[src/rtl/regfile32x32.sv]
// regfile32x32: 32x32 CPU register file with one-hot write decode, two
// combinational read ports and a valid/ready register dump sequencer.
// Optional build macro: REGFILE_BYPASS_EN enables same-cycle write-to-read
// forwarding on both read ports (the dump path is never forwarded).
module regfile32x32 #(
  parameter int unsigned DATA_W = 32,
  parameter int unsigned ADDR_W = 5
) (
  input  logic              clk,
  input  logic              rst_n,
  input  logic              wr_en,
  input  logic [ADDR_W-1:0] wr_addr,
  input  logic [DATA_W-1:0] wr_data,
  input  logic [ADDR_W-1:0] rd_addr_a,
  output logic [DATA_W-1:0] rd_data_a,
  input  logic [ADDR_W-1:0] rd_addr_b,
  output logic [DATA_W-1:0] rd_data_b,
  input  logic              dump_start,
  output logic              dump_valid,
  input  logic              dump_ready,
  output logic [ADDR_W-1:0] dump_addr,
  output logic [DATA_W-1:0] dump_data,
  output logic              dump_busy,
  output logic              dump_done
);

  localparam int unsigned        NREG = 2 ** ADDR_W;
  localparam logic [ADDR_W-1:0]  LAST = ADDR_W'(NREG - 1);

  typedef enum logic [1:0] {
    IDLE = 2'd0,
    LOAD = 2'd1,
    SHOW = 2'd2,
    DONE = 2'd3
  } state_e;

  logic [DATA_W-1:0] regs_q [NREG];
  logic [NREG-1:0]   wr_dec;
  logic [DATA_W-1:0] stored_a;
  logic [DATA_W-1:0] stored_b;

  state_e            state_q, state_d;
  logic [ADDR_W-1:0] ptr_q, ptr_d;
  logic [DATA_W-1:0] data_q, data_d;
  logic              valid_q, valid_d;
  logic              busy_q, busy_d;
  logic              done_q, done_d;

  // One-hot write decode gated by wr_en; register 0 is never enabled
  always_comb begin
    wr_dec = '0;
    if (wr_en) begin
      wr_dec = NREG'(1) << wr_addr;
    end
    wr_dec[0] = 1'b0;
  end

  // Register storage; entry 0 keeps its reset value of zero forever
  always_ff @(posedge clk or negedge rst_n) begin
    if (!rst_n) begin
      for (int unsigned i = 0; i < NREG; i++) begin
        regs_q[ADDR_W'(i)] <= '0;
      end
    end else begin
      for (int unsigned i = 1; i < NREG; i++) begin
        if (wr_dec[ADDR_W'(i)]) begin
          regs_q[ADDR_W'(i)] <= wr_data;
        end
      end
    end
  end

  // Combinational read muxes, optionally forwarding the in-flight write
  always_comb begin
    stored_a = (rd_addr_a == '0) ? '0 : regs_q[rd_addr_a];
    stored_b = (rd_addr_b == '0) ? '0 : regs_q[rd_addr_b];
`ifdef REGFILE_BYPASS_EN
    rd_data_a = (wr_en && (wr_addr == rd_addr_a) && (wr_addr != '0)) ? wr_data : stored_a;
    rd_data_b = (wr_en && (wr_addr == rd_addr_b) && (wr_addr != '0)) ? wr_data : stored_b;
`else
    rd_data_a = stored_a;
    rd_data_b = stored_b;
`endif
  end

  // Dump sequencer state and registered outputs
  always_ff @(posedge clk or negedge rst_n) begin
    if (!rst_n) begin
      state_q <= IDLE;
      ptr_q   <= '0;
      data_q  <= '0;
      valid_q <= 1'b0;
      busy_q  <= 1'b0;
      done_q  <= 1'b0;
    end else begin
      state_q <= state_d;
      ptr_q   <= ptr_d;
      data_q  <= data_d;
      valid_q <= valid_d;
      busy_q  <= busy_d;
      done_q  <= done_d;
    end
  end

  // Dump next-state: LOAD snapshots reg[ptr] (pre-write), SHOW holds until accepted
  always_comb begin
    state_d = state_q;
    ptr_d   = ptr_q;
    data_d  = data_q;
    valid_d = 1'b0;
    busy_d  = 1'b0;
    done_d  = 1'b0;
    unique case (state_q)
      IDLE: begin
        if (dump_start) begin
          ptr_d   = '0;
          state_d = LOAD;
        end
      end
      LOAD: begin
        data_d  = regs_q[ptr_q];
        state_d = SHOW;
      end
      SHOW: begin
        if (dump_ready) begin
          if (ptr_q == LAST) begin
            state_d = DONE;
          end else begin
            ptr_d   = ptr_q + ADDR_W'(1);
            state_d = LOAD;
          end
        end
      end
      DONE: begin
        state_d = IDLE;
      end
      default: begin
        state_d = IDLE;
      end
    endcase
    valid_d = (state_d == SHOW);
    busy_d  = (state_d != IDLE);
    done_d  = (state_d == DONE);
  end

  assign dump_valid = valid_q;
  assign dump_busy  = busy_q;
  assign dump_done  = done_q;
  assign dump_addr  = ptr_q;
  assign dump_data  = data_q;

endmodule

[config.mk]
export PLATFORM = sky130hd
export DESIGN_NAME = regfile32x32
export DESIGN_NICKNAME = d
export VERILOG_FILES = /design/src/rtl/regfile32x32.sv
export SDC_FILE = /design/constraint.sdc
export NUM_CORES = 2
export LEC_CHECK = 0
export CAP_MARGIN = 5
export CORE_ASPECT_RATIO = 0.75
export CORE_MARGIN = 2
export CORE_UTILIZATION = 57
export DETAILED_ROUTE_END_ITERATION = 12
export PLACE_DENSITY_LB_ADDON = 0.1
export SYNTH_ARGS = -nofsm -noshare
export SYNTH_HDL_FRONTEND = slang
export SYNTH_SLANG_ARGS = --single-unit
[constraint.sdc]
create_clock -name clk -period 3.1 [get_ports clk]
set_input_delay 0.62 -clock clk [delete_from_list [all_inputs] [get_ports clk]]
set_output_delay 0.62 -clock clk [all_outputs]
set_load 0.005 [all_outputs]
---- Word level (Yosys, flattened, before mapping) ----
Index checks and enable logic that the tools add are counted.
operators by class
  add/subtract/negate cells ............... 1
  order comparisons ....................... 3
  eq/ne operators ......................... 9
  shifts and indexed selects .............. 1
  muxes and demuxes ....................... 20
  bitwise logic cells ..................... 3
  reduce and logical (&&, ||, !) cells .... 6
operator list
  cell                  number
  $bmux 32 s5           3
  $mux 32               9
  $shl 1x5->32 const A  1
  $ge 6x6->1 const B    3
  $not 5->6             3
  $mux 5                3
  $logic_not 5->1       2
  $pmux 5 s2            1
  $eq 2x2->1 const B    4
  $pmux 2 s4            1
  $mux 2                3
  $ne 2x2->1 const B    3
  $add 5x1->5 const B   1
  $eq 5x5->1 const B    1
  $reduce_and 4->1      1
  $reduce_bool 2->1     2
  $eq 2x1->1 const B    1
  $logic_not 2->1       1
word-level totals
  flip-flop bits (word level) ............. 1034
  input bits .............................. 52
  output and inout bits ................... 104
  word-level logic and storage cells ...... 80

---- Depth between registers and ports, before layout ----
  depth in word-level cells ............... 5
  mapped depth ............................ 8
  depth with buffers taken out ............ 7

---- Worst setup path before layout ----
Ideal clock, no wire load.
  path kind ............................... input to output
  start ................................... input port rd_addr_a[1]
  end ..................................... output port rd_data_a[29]
  data arrival time ....................... 2.474 ns
  data required time ...................... 2.480 ns
  path slack .............................. 0.006 ns
  stages .................................. 7
  buffers on the path ..................... 4
  path through ............................ clkbuf_1 > buf_2 > clkbuf_1 > buf_2 > mux4_2 > mux4_2 > mux2_2
on the way
  longest elaborated chain between the ends .. 5
  elaborated cells between the ends (all ways) .. 6
  classes of those cells .................. 4 x mux; 1 x bitwise; 1 x reduce/logical
RTL lines
  item                                        line  RTL
  start, declared                             14    input logic [ADDR_W-1:0] rd_addr_a,
  $not 5->6 (implied by the code)             75    stored_a = (rd_addr_a == '0) ? '0 : regs_q[rd_addr_a];
  $bmux 32 s5                                 75
  $mux 32 (implied by the code) (2 in a row)  75
  $mux 32 (*)                                 75
  end, declared                               15    output logic [DATA_W-1:0] rd_data_a,
Every way passes the cells marked *; elsewhere a longest branch is shown, timed or not. The select of a mux whose other input is x is not followed.

---- Final worst setup path ----
  start ................................... register regs_q[530] in the netlist's numbering
  end ..................................... output port rd_data_b[18]
on the way
  longest elaborated chain between the ends .. 4
RTL lines
  item                                        line  RTL
  start, declared                             37    logic [DATA_W-1:0] regs_q [NREG];
  start signal, assigned by index             67    regs_q[ADDR_W'(i)] <= wr_data;
  $bmux 32 s5                                 76    stored_b = (rd_addr_b == '0) ? '0 : regs_q[rd_addr_b];
  $mux 32 (implied by the code) (2 in a row)  76
  $mux 32                                     76
  end, declared                               17    output logic [DATA_W-1:0] rd_data_b,
No other way between the ends. The select of a mux whose other input is x is not followed.

==> results.sh <==
export IMPL_dr_first_iter_drc_count=5935
export IMPL_muxShareOfSynthArea=0.4907
export IMPL_rows=105
export IMPL_crit_path_end="rd_data_b[18]"
export IMPL_power_frac_clock=0.272
export IMPL_drive_above_1_share=0.5926
export IMPL_wl_per_cell_um=36.66
export IMPL_syn_nets=4192
export IMPL_rsz0062_at_grt="yes"
export IMPL_layout_common_cells="1093 x mux2_2, 1030 x dfrtp_1, 673 x mux4_2"
export IMPL_clock_skew_ns=0.04167
export IMPL_clock_root_buffer="clkbuf_16"
export IMPL_htree_num_levels=3
export IMPL_remaining_drc_errors=0
export IMPL_fin_util=0.6942
export IMPL_yosys_area_share_simple=0.01101
export IMPL_numCtsBuffers=106
export IMPL_r2r_end="dump_data[14]"
export IMPL_p_total_mw=49.57
export IMPL_syn_avg_cell_area_um2=15.10
export IMPL_period_needed_ns=3.352
export IMPL_rrSetupSlack_ns=0.46
export IMPL_worstPathArrival_ns=2.73
export IMPL_synth_fa_ha_area_frac=0.0004004
export IMPL_placed_area_um2=68410
export IMPL_ff2ff_path_depth=5
export IMPL_endpoint_kind="primary output"
export IMPL_synth_top_family_by_area="multiplexers"
export IMPL_ant_nets=0
export IMPL_detailroute_via_count=45236
export IMPL_hold_violations=0
export IMPL_pin_count=156
export IMPL_antenna_found_initial=5
export IMPL_ys_seq_elements=1034
export IMPL_comb_power_share=0.338
export IMPL_yosysTopAreaCellShare=0.4140
export IMPL_path_depth=5
export IMPL_crit_chain="buf_4, mux4_2, mux4_2, mux2_4, buf_6"
export IMPL_path_delay_family="multiplexers"
export IMPL_power_density_nw_per_um2=654.9
export IMPL_track_usage=0.4010
export IMPL_synth_cells=4138
export IMPL_synthArstFlopShare=1.000
export IMPL_area_growth_pct=21.11
export IMPL_initial_core_util=0.5732
export IMPL_maxCapViolations=0
export IMPL_synth_area_um2=62500
export IMPL_max_freq_mhz=298.3
export IMPL_hold_class="primary input to async pin"
export IMPL_grt_pass1_wl_mm=324.9
export IMPL_path_class="flop to primary output"
export IMPL_grt_pass1_vias=45008
export IMPL_crit_start="regs_q[530]"
export IMPL_p_sw_mw=15.58
export IMPL_cp_slowest_stage_delay_ns=0.52
export IMPL_fin_area_um2=75690
export IMPL_synth_compound_area_frac=0.05021
export IMPL_cpMaxStageDelayCell="mux4_2"
export IMPL_power_frac_seq=0.390
export IMPL_cts_sinks=1034
export IMPL_worstPathRequired_ns=2.48
export IMPL_gp_congestion=0.8835
export IMPL_leakagePower_nw=31.95
export IMPL_fin_crit_sh=1.081
export IMPL_slew_headroom=0.2081
export IMPL_routed_wl_mm=222.5
export IMPL_cts_buffer_depth=3
export IMPL_die_h_um=290.8
export IMPL_cp_buffers_inverters=2
export IMPL_crit_top_cell="mux4_2"
export IMPL_tritoncts="done"
export IMPL_die_w_um=386.4
export IMPL_synth_area_leaders="dfrtp_1 41%, mux4_2 24%, mux2_2 21%, mux2i_1 4.0%, clkbuf_1 1.5%"
export IMPL_drt_vias_per_instance=7.455
export IMPL_grt_overflow_total=0
export IMPL_crit_fanout=2
export IMPL_clock_latency_ns=0.73
export IMPL_ys_warn_count=32
export IMPL_yosys_area_share_xor_xnor=0.0002803
export IMPL_post_synth_top_area_cell="dfrtp_1"
export IMPL_p_sw_frac=0.3142
export IMPL_die_area_um2=112300
export IMPL_num_nets_final=4593
export IMPL_fin_ws_ns=-0.2519
export IMPL_synth_edf_count=0
export IMPL_slew_viol_final=0
export IMPL_core_area_um2=109000
export IMPL_synth_cell_types=43
export IMPL_first_pass_iters=8
export IMPL_p_int_mw=34.00
export IMPL_clk_pin_slew_ns=0.06
export IMPL_io_buffers=155
export IMPL_vdd_drop_max_uv=534.9
export IMPL_grt_max_degree=90
export IMPL_startpoint_type="flop"
export IMPL_tightest_slew_ns=1.185
export IMPL_ys_seq_area_frac=0.4140
export IMPL_dp_hpwl_mm=130.6
export IMPL_violations="setup timing"
export IMPL_synth_ff_type="dfrtp_1"
export IMPL_status="finished with violations"
export IMPL_regToRegStartpoint="dump_addr[1]"
export IMPL_setup_viol=64
export IMPL_final_common_cell="mux2_2"
[flip-flops by register name, summed over array words and instances, names as in the netlist]
name,flops
dump_busy,1
dump_done,1
dump_valid,1
dump_data,32
regs_q,992
state_q,2
dump_addr,5
[routing by layer]
metal | up-vias | routed length [um] | GRT usage
met5 | - | 0 | 0.004737
met4 | 0 | 9108 | 0.1423
met3 | 589 | 27940 | 0.1377
met2 | 3059 | 96510 | 0.5653
met1 | 24142 | 88920 | 0.5798
li1 | 17446 | - | -
[through the flow]
| step | TNS (ns) | setup slack [ns] | cells | hold slack (ns) |
|---|---|---|---|---|
| final | -9.472 | -0.2519 | 6068 | 0.4197 |
| after global routing | -11.80 | -0.3059 | 6067 | 0.4428 |
| after CTS | -9.800 | -0.2286 | 6058 | 0.4166 |
| after detailed placement | -42.31 | -0.6984 | 5619 | 0.5314 |
| after global placement | -41.27 | -0.6845 | 5619 | 0.5231 |
| after floorplan | 0 | 0.006235 | 4138 | 0.3244 |
[cells in the mapped netlist (3+ instances only)]
master       n
a22oi_1     62
nand3b_1     4
a221o_1     34
nor2_1      27
dfrtp_1   1034
o22ai_1     63
mux2_2    1157
o221ai_1    30
buf_6        4
a21o_1      30
nand3_1      4
clkbuf_1   258
a21oi_1     32
o21ai_0      3
o211ai_1    32
nand2b_1    38
mux2i_1    248
nor2b_1     11
nand2_1     25
buf_4       34
and2_1       3
a31oi_1     30
a22o_1      64
buf_2      112
mux4_2     673
buf_1       66
a211oi_1    31
nor3b_1      4
and3_1       3
[how the worst min path moves through the flow]
stage	start	end	slack [ns]	cells past startpoint
after global routing	rst_n	regs_q[467]	0.44	2
after global placement	regs_q[546]	regs_q[546]	0.52	1
after CTS	rst_n	regs_q[279]	0.42	2
final	rst_n	regs_q[375]	0.42	2
after floorplan	rst_n	dump_addr[0]	0.32	0
after detailed placement	regs_q[912]	regs_q[912]	0.53	1
[final cells by class]
class,instances,area [um^2]
tap,1444,1807
timing repair buffer,767,9310
sequential,1034,25890
clock buffer,149,3037
inverter,3,11.26
clock inverter,42,539.3
antenna,2,5.005
multi-input combinational,2627,35090
fill,7381,33350
[cell families (layout without fill, tap and decap cells)]
kind of cell,after synthesis,in the layout
muxes,2078,2078
adders and majority gates,2,2
DFF,1034,1034
AOI/OAI and AO/OA,417,417
xor gates and xnor gates,2,2
and+or+nand+nor,128,128
other,0,2
buffers and inverters,477,961
[repair_timing]
action                                 4_1_cts  5_1_grt
gates cloned                                27        1
endpoints found under the hold margin       27        0
hold buffers                                 1        0
buffers inserted                           223       21
setup endpoints to repair                   64       64
pin swaps                                    8        3
gates resized for setup                    529       38
[power groups by stage]
stage               registers (mW)  clock network (mW)  logic (mW)
detailed placement            19.4                   0        15.1
floorplan                     18.2                   0        10.6
global placement              19.3                   0        14.8
global route                  19.6                14.2        17.6
finish                        19.3                13.5        16.7
CTS                           19.1                13.6        16.4
Note: power is estimated with default switching activity, not from simulation.
